**config.mk**
```make
export PLATFORM = sky130hd
export DESIGN_NAME = pwm_duty_capture
export DESIGN_NICKNAME = d
export VERILOG_FILES = /design/src/rtl/pwm_duty_capture.sv
export SDC_FILE = /design/constraint.sdc
export NUM_CORES = 1
export LEC_CHECK = 0
export ABC_AREA = 1
export CAP_MARGIN = 10
export CELL_PAD_IN_SITES_DETAIL_PLACEMENT = 2
export CELL_PAD_IN_SITES_GLOBAL_PLACEMENT = 2
export CORE_MARGIN = 5
export CORE_UTILIZATION = 38
export DETAILED_ROUTE_END_ITERATION = 10
export MAX_ROUTING_LAYER = met4
export PLACE_DENSITY_LB_ADDON = 0.1
export SYNTH_ARGS = -nofsm -noshare
export SYNTH_HDL_FRONTEND = slang
export SYNTH_SLANG_ARGS = --single-unit
export TNS_END_PERCENT = 50
```
**constraint.sdc**
```tcl
create_clock -name clk -period 5.1 [get_ports clk]
set_input_delay 0.51 -clock clk [delete_from_list [all_inputs] [get_ports clk]]
set_output_delay 0.51 -clock clk [all_outputs]
set_load 0.01 [all_outputs]
```
**src/rtl/pwm_duty_capture.sv**
```systemverilog
// pwm_duty_capture: measures high time and period of an external PWM input
// in clock cycles and converts each complete period into a duty cycle in
// tenths (0..10) with a 4-step restoring divider.
// Optional build macro: PWM_CAP_DEGLITCH_EN adds a DEGLITCH-cycle stability
// filter between the synchronizer and the edge detector.
module pwm_duty_capture #(
  parameter int CNT_W       = 16,
  parameter int SYNC_STAGES = 2,
  parameter int TIMEOUT     = 65535,
  parameter int DEGLITCH    = 3
) (
  input  logic             clk,
  input  logic             rst_n,
  input  logic             ena,
  input  logic             pwm_in,
  output logic             meas_valid,
  output logic [CNT_W-1:0] high_cnt,
  output logic [CNT_W-1:0] period_cnt,
  output logic [3:0]       duty_tenths,
  output logic             stuck_hi,
  output logic             stuck_lo,
  output logic             short_err
);

  localparam int NW = CNT_W + 4;

  typedef enum logic {IDLE, ARMED} state_t;

  state_t               state, state_nx;
  logic [SYNC_STAGES-1:0] sync_r;
  logic                 pwm_s, pwm_lvl, pwm_q, rise;
  logic [CNT_W-1:0]     ctr_p, ctr_h;
  logic                 do_arm, do_count, do_capture, do_short, do_timeout;

  logic                 busy;
  logic [1:0]           step;
  logic [NW-1:0]        rem, den_sh, num_ld;
  logic [CNT_W-1:0]     den, cap_h;
  logic [3:0]           quo;
  logic                 rem_ge;

  // Input synchronizer chain
  always_ff @(posedge clk or negedge rst_n) begin
    if (!rst_n) sync_r <= '0;
    else        sync_r <= {sync_r[SYNC_STAGES-2:0], pwm_in};
  end

  assign pwm_s = sync_r[SYNC_STAGES-1];

`ifdef PWM_CAP_DEGLITCH_EN
  localparam int DG_W = $clog2(DEGLITCH + 1);
  logic [DG_W-1:0] dg_cnt;
  logic            pwm_f;

  // Filtered level follows pwm_s only after DEGLITCH consecutive differing cycles
  always_ff @(posedge clk or negedge rst_n) begin
    if (!rst_n) begin
      pwm_f  <= 1'b0;
      dg_cnt <= '0;
    end else if (pwm_s != pwm_f) begin
      if (dg_cnt == DG_W'(DEGLITCH - 1)) begin
        pwm_f  <= pwm_s;
        dg_cnt <= '0;
      end else begin
        dg_cnt <= dg_cnt + 1'b1;
      end
    end else begin
      dg_cnt <= '0;
    end
  end

  assign pwm_lvl = pwm_f;
`else
  assign pwm_lvl = pwm_s;
`endif

  // Delayed copy of the conditioned level for rising-edge detection
  always_ff @(posedge clk or negedge rst_n) begin
    if (!rst_n) pwm_q <= 1'b0;
    else        pwm_q <= pwm_lvl;
  end

  assign rise = pwm_lvl & ~pwm_q;

  // Measure FSM state register
  always_ff @(posedge clk or negedge rst_n) begin
    if (!rst_n) state <= IDLE;
    else        state <= state_nx;
  end

  // Measure FSM next state and per-cycle control strobes; rise beats timeout
  always_comb begin
    state_nx   = state;
    do_arm     = 1'b0;
    do_count   = 1'b0;
    do_capture = 1'b0;
    do_short   = 1'b0;
    do_timeout = 1'b0;
    if (!ena) begin
      state_nx = IDLE;
    end else begin
      case (state)
        IDLE: begin
          if (rise) begin
            state_nx = ARMED;
            do_arm   = 1'b1;
          end
        end
        ARMED: begin
          if (rise) begin
            do_arm = 1'b1;
            if (ctr_p >= CNT_W'(5)) do_capture = 1'b1;
            else                    do_short   = 1'b1;
          end else if (ctr_p == CNT_W'(TIMEOUT)) begin
            state_nx   = IDLE;
            do_timeout = 1'b1;
          end else begin
            do_count = 1'b1;
          end
        end
        default: state_nx = IDLE;
      endcase
    end
  end

  // Period and high-time counters
  always_ff @(posedge clk or negedge rst_n) begin
    if (!rst_n) begin
      ctr_p <= '0;
      ctr_h <= '0;
    end else if (!ena || do_timeout) begin
      ctr_p <= '0;
      ctr_h <= '0;
    end else if (do_arm) begin
      ctr_p <= CNT_W'(1);
      ctr_h <= CNT_W'(1);
    end else if (do_count) begin
      ctr_p <= ctr_p + 1'b1;
      if (pwm_lvl) ctr_h <= ctr_h + 1'b1;
    end
  end

  // high*10 as (high<<3)+(high<<1); shifted divisor for the current quotient bit
  assign num_ld = {1'b0, ctr_h, 3'b000} + {3'b000, ctr_h, 1'b0};
  assign den_sh = {4'b0000, den} << (2'd3 - step);
  assign rem_ge = (rem >= den_sh);

  // Divider steps, result publication, error and stuck flags
  always_ff @(posedge clk or negedge rst_n) begin
    if (!rst_n) begin
      busy        <= 1'b0;
      step        <= '0;
      rem         <= '0;
      den         <= '0;
      cap_h       <= '0;
      quo         <= '0;
      meas_valid  <= 1'b0;
      high_cnt    <= '0;
      period_cnt  <= '0;
      duty_tenths <= '0;
      stuck_hi    <= 1'b0;
      stuck_lo    <= 1'b0;
      short_err   <= 1'b0;
    end else begin
      meas_valid <= 1'b0;
      short_err  <= 1'b0;
      if (!ena) begin
        busy <= 1'b0;
      end else begin
        if (do_capture) begin
          busy  <= 1'b1;
          step  <= '0;
          rem   <= num_ld;
          den   <= ctr_p;
          cap_h <= ctr_h;
          quo   <= '0;
        end else if (busy) begin
          if (rem_ge) rem <= rem - den_sh;
          quo  <= {quo[2:0], rem_ge};
          step <= step + 1'b1;
          if (step == 2'd3) begin
            busy        <= 1'b0;
            meas_valid  <= 1'b1;
            high_cnt    <= cap_h;
            period_cnt  <= den;
            duty_tenths <= {quo[2:0], rem_ge};
          end
        end
        if (do_short) short_err <= 1'b1;
        if (do_arm) begin
          stuck_hi <= 1'b0;
          stuck_lo <= 1'b0;
        end
        if (do_timeout) begin
          stuck_hi    <= pwm_lvl;
          stuck_lo    <= ~pwm_lvl;
          duty_tenths <= pwm_lvl ? 4'd10 : 4'd0;
        end
      end
    end
  end

endmodule
```
==> run summary <==
- result of the run: finished clean
- placeable core area: 21820 sq um
- die area: 25180 sq um
- number of optimization iterations in the first detailed-route pass: 4
- main flop type after synthesis: sky130_fd_sc_hd__dfrtp_1
- Die X: 158.7 um
- share of final-layout standard cells stronger than drive strength 1: 5.025%
- initial core utilization: 38.49%
- sequence of cells on the critical path: o21ai_0 -> o21ai_0 -> ha_1 -> nand2_1 -> inv_1 -> nand2_1 -> inv_1 -> nand3_1 -> nand3_1 -> nand3b_1 -> nand2_1 -> nand2_1 -> nand2_2 -> nand2_1 -> nand2_1
- post-synthesis cell type with the largest combined area: sky130_fd_sc_hd__dfrtp_1
- total via count in the routed design: 7974
- Yosys top cell area share: 39.92%
- initial antenna violation count: 0
- Max-Slew Margin vs Limit: 34.47%
- critical path arrival: 3.94 ns
- number of DRC violations after detailed routing: 0
- total of flip-flops plus latches after synthesis: 134
- final cycle utilization of the critical path: 71.43%
- CTS root buffer: sky130_fd_sc_hd__clkbuf_16
- detailed placer's ending HPWL: 21970 um
- clock skew after layout: 0.01966 ns
- master of the slowest instance on the critical path: sky130_fd_sc_hd__dfrtp_1
- number of DRC markers after the initial detailed-route iteration: 302
- Static Leak: 4.739 nW
- top cell types by occurrence after synthesis: sky130_fd_sc_hd__nand2_1 (357), sky130_fd_sc_hd__inv_1 (144), sky130_fd_sc_hd__o21ai_0 (141), sky130_fd_sc_hd__dfrtp_1 (134), sky130_fd_sc_hd__nand3_1 (93)
- kind of capture point of the worst setup path: register
- hold violation count in the final report: 0
- setup tns final: 0 ns
- kind of cell with the highest combined delay on the critical path: simple AND/OR/NAND/NOR gates
- critical register-to-register path endpoint: rem[7]$_DFFE_PN0P_
- Max-cap violations: 0
- final standard cell count with taps included and fillers excluded: 1494
- fraction of registers with async set or reset after synthesis: 100.0%
- Die Span Y: 158.7 um
- global-route usage over all layers: 25.58%
- total clock sinks: 134
- Seq/Total Area, Yosys: 39.92%
- cell type with the highest occurrence count on the critical path: sky130_fd_sc_hd__nand2_1
- synth warn: 0
- number of ports placed on the die boundary: 44
- Reg clk slew, reported paths: 0.07 ns
- critical-path maximum fanout: 34
- count of buffering cells on the critical path with inverters included: 2
- buffers from clock root to sink, at most: 2
- Post-Synthesis Cell Area: 8401 sq um
- Final Setup Violations: 0
- setup repair after global routing missed its margin: false
- TritonCTS Buffers: 17
- Worst Path Class, Setup: register to register
- antenna-violating nets left: 0
- CTS tree: yes
- antenna fix cells: 0
- hold-fix buffer count after cts: 0
- required arrival time at the worst endpoint: 5.40 ns
- Gates resized, CTS repair: 0
- largest net degree at the start of global routing: 99
- synthesized area per cell: 7.174 sq um
- Slew Limit Fails: 0
- leading cell types by total area after synthesis: sky130_fd_sc_hd__dfrtp_1 (40%), sky130_fd_sc_hd__nand2_1 (16%), sky130_fd_sc_hd__o21ai_0 (8.4%), sky130_fd_sc_hd__inv_1 (6.4%), sky130_fd_sc_hd__ha_1 (5.7%)
- most frequent cell after synthesis: sky130_fd_sc_hd__nand2_1
- critical path startpoint category: register
- Max VDD drop: 0.2199 mV
- Post-CTS Setup Bufs: 0
- Post-synth EDFFs: 0
- wire length of the first global-routing pass: 48450 um
- total number of placement rows: 54
- worst min-delay path class: input pin to async pin
- PwrDens: 290.6 nW/um^2
- routed wire length per instance: 20.22 um
- syn_nets: 1215
- Remaining Overflow, GRT: 0
- startpoint of the worst register-to-register path: step[0]$_DFFE_PN0P_
- layout overhead on the synthesized area: 14.19%
- Mapped Cells: 1171
- crit path time final: 3.643 ns
- number of nets at the end of the flow: 1245
- H-tree levels: 4
- Distinct cells, synth: 37
- Buffers on Ports: 43
- vias in the first global route: 8863
- routability congestion estimate: 0.8310
- worst reg2reg setup slack: 1.46 ns
- transition time at the pin with the least slew margin: 0.9830 ns
- Via-to-Cell Ratio: 5.337
- Placed Instances: 1462
- FMAX: 274.5 MHz
- final wirelength: 30200 um
- Worst Reg2Reg Path Length in Cells: 15
- slowest cell delay on critical path: 0.97 ns
- latest clock arrival within the worst-skew pair: 0.43 ns
==> worst max-delay path by stage <==
stage | from | to | slack (ns) | cells past startpoint
after detailed placement | step[0]$_DFFE_PN0P_ | rem[7]$_DFFE_PN0P_ | 1.50 | 15
after global routing | step[0]$_DFFE_PN0P_ | rem[18]$_DFFE_PN0P_ | 1.14 | 15
after global placement | step[0]$_DFFE_PN0P_ | rem[10]$_DFFE_PN0P_ | 1.69 | 13
final | step[0]$_DFFE_PN0P_ | rem[7]$_DFFE_PN0P_ | 1.46 | 15
after CTS | step[0]$_DFFE_PN0P_ | rem[7]$_DFFE_PN0P_ | 1.45 | 15
after floorplan | step[1]$_DFFE_PN0P_ | rem[5]$_DFFE_PN0P_ | 2.40 | 18
==> worst register-to-register path, cell delays in order, from the launching register on <==
cell                       delay [ns]
sky130_fd_sc_hd__dfrtp_1         0.97
sky130_fd_sc_hd__o21ai_0         0.33
sky130_fd_sc_hd__o21ai_0         0.34
sky130_fd_sc_hd__ha_1            0.36
sky130_fd_sc_hd__nand2_1         0.14
sky130_fd_sc_hd__inv_1           0.06
sky130_fd_sc_hd__nand2_1         0.10
sky130_fd_sc_hd__inv_1           0.06
sky130_fd_sc_hd__nand3_1         0.08
sky130_fd_sc_hd__nand3_1         0.12
sky130_fd_sc_hd__nand3b_1        0.12
sky130_fd_sc_hd__nand2_1         0.15
sky130_fd_sc_hd__nand2_1         0.16
sky130_fd_sc_hd__nand2_2         0.24
sky130_fd_sc_hd__nand2_1         0.20
sky130_fd_sc_hd__nand2_1         0.08
==> through the flow <==
stage          area, sq um  power, mW  hold slack, ns  worst slack (ns)  util, %
6_report              9593      2.788          0.1630             1.457    43.96
5_1_grt               9593      2.919          0.2520             1.138    43.96
4_1_cts               9593      2.817          0.2181             1.453    43.96
3_5_place_dp          9020      1.591          0.3395             1.501    41.33
3_3_place_gp          9020      1.570          0.3329             1.688    41.33
2_1_floorplan         8401      1.424          0.2144             2.401        -
==> cell type report <==
type,count,area (sq um)
clock buffer,18,439.2
clock inverter,14,133.9
fill,2598,12230
inverter,153,576.8
multi-input combinational,848,4278
sequential,134,3353
tap,280,350.3
timing repair buffer,47,461.7
==> flip-flops by register name (all words and copies together), names as in the netlist <==
register     cells
meas_valid       1
cap_h           16
state            1
quo              3
step             2
den             16
ctr_h           16
busy             1
short_err        1
ctr_p           16
sync_r           2
duty_tenths      4
pwm_q            1
high_cnt        16
rem             20
period_cnt      16
stuck_hi         1
stuck_lo         1
==> logic make-up after synthesis <==
family | Yosys count | synth area share, %
AND/OR/NAND/NOR | 592 | 30.33
XOR/XNOR | 24 | 2.502
buffers and inverters | 189 | 9.160
adder cells (fa/ha/maj) | 40 | 6.136
flip-flops | 134 | 39.92
AO/OA/AOI/OAI | 189 | 11.60
multiplexers | 3 | 0.3575
==> power by group <==
| part | internal [mW] | leakage, nW | switching, mW |
|---|---|---|---|
| clock network | 0.657 | 0.273 | 0.556 |
| logic | 0.141 | 2.65 | 0.332 |
| registers | 1.08 | 1.81 | 0.0234 |
==> metal layers <==
layer	wire (um)	global-route usage (%)	vias up
met3	724	3.262	41
met4	521	6.783	0
met5	0	-	-
li1	-	-	3829
met2	15260	43.83	101
met1	13700	32.01	4003
==> cell usage in the layout (no fill, tap or decap), types with 6 or more instances in the layout <==
| cell type | count |
|---|---|
| sky130_fd_sc_hd__nand2_1 | 357 |
| sky130_fd_sc_hd__clkdlybuf4s50_1 | 42 |
| sky130_fd_sc_hd__a21oi_1 | 29 |
| sky130_fd_sc_hd__nor2_1 | 74 |
| sky130_fd_sc_hd__o22ai_1 | 10 |
| sky130_fd_sc_hd__o21ai_1 | 6 |
| sky130_fd_sc_hd__nand3_1 | 93 |
| sky130_fd_sc_hd__nor3_1 | 20 |
| sky130_fd_sc_hd__nand3b_1 | 13 |
| sky130_fd_sc_hd__o21ai_0 | 141 |
| sky130_fd_sc_hd__ha_1 | 38 |
| sky130_fd_sc_hd__clkbuf_16 | 17 |
| sky130_fd_sc_hd__inv_1 | 144 |
| sky130_fd_sc_hd__nand4_1 | 17 |
| sky130_fd_sc_hd__dfrtp_1 | 134 |
| sky130_fd_sc_hd__xor2_1 | 19 |
| sky130_fd_sc_hd__inv_2 | 8 |
Note: power is estimated with default switching activity, not from simulation.
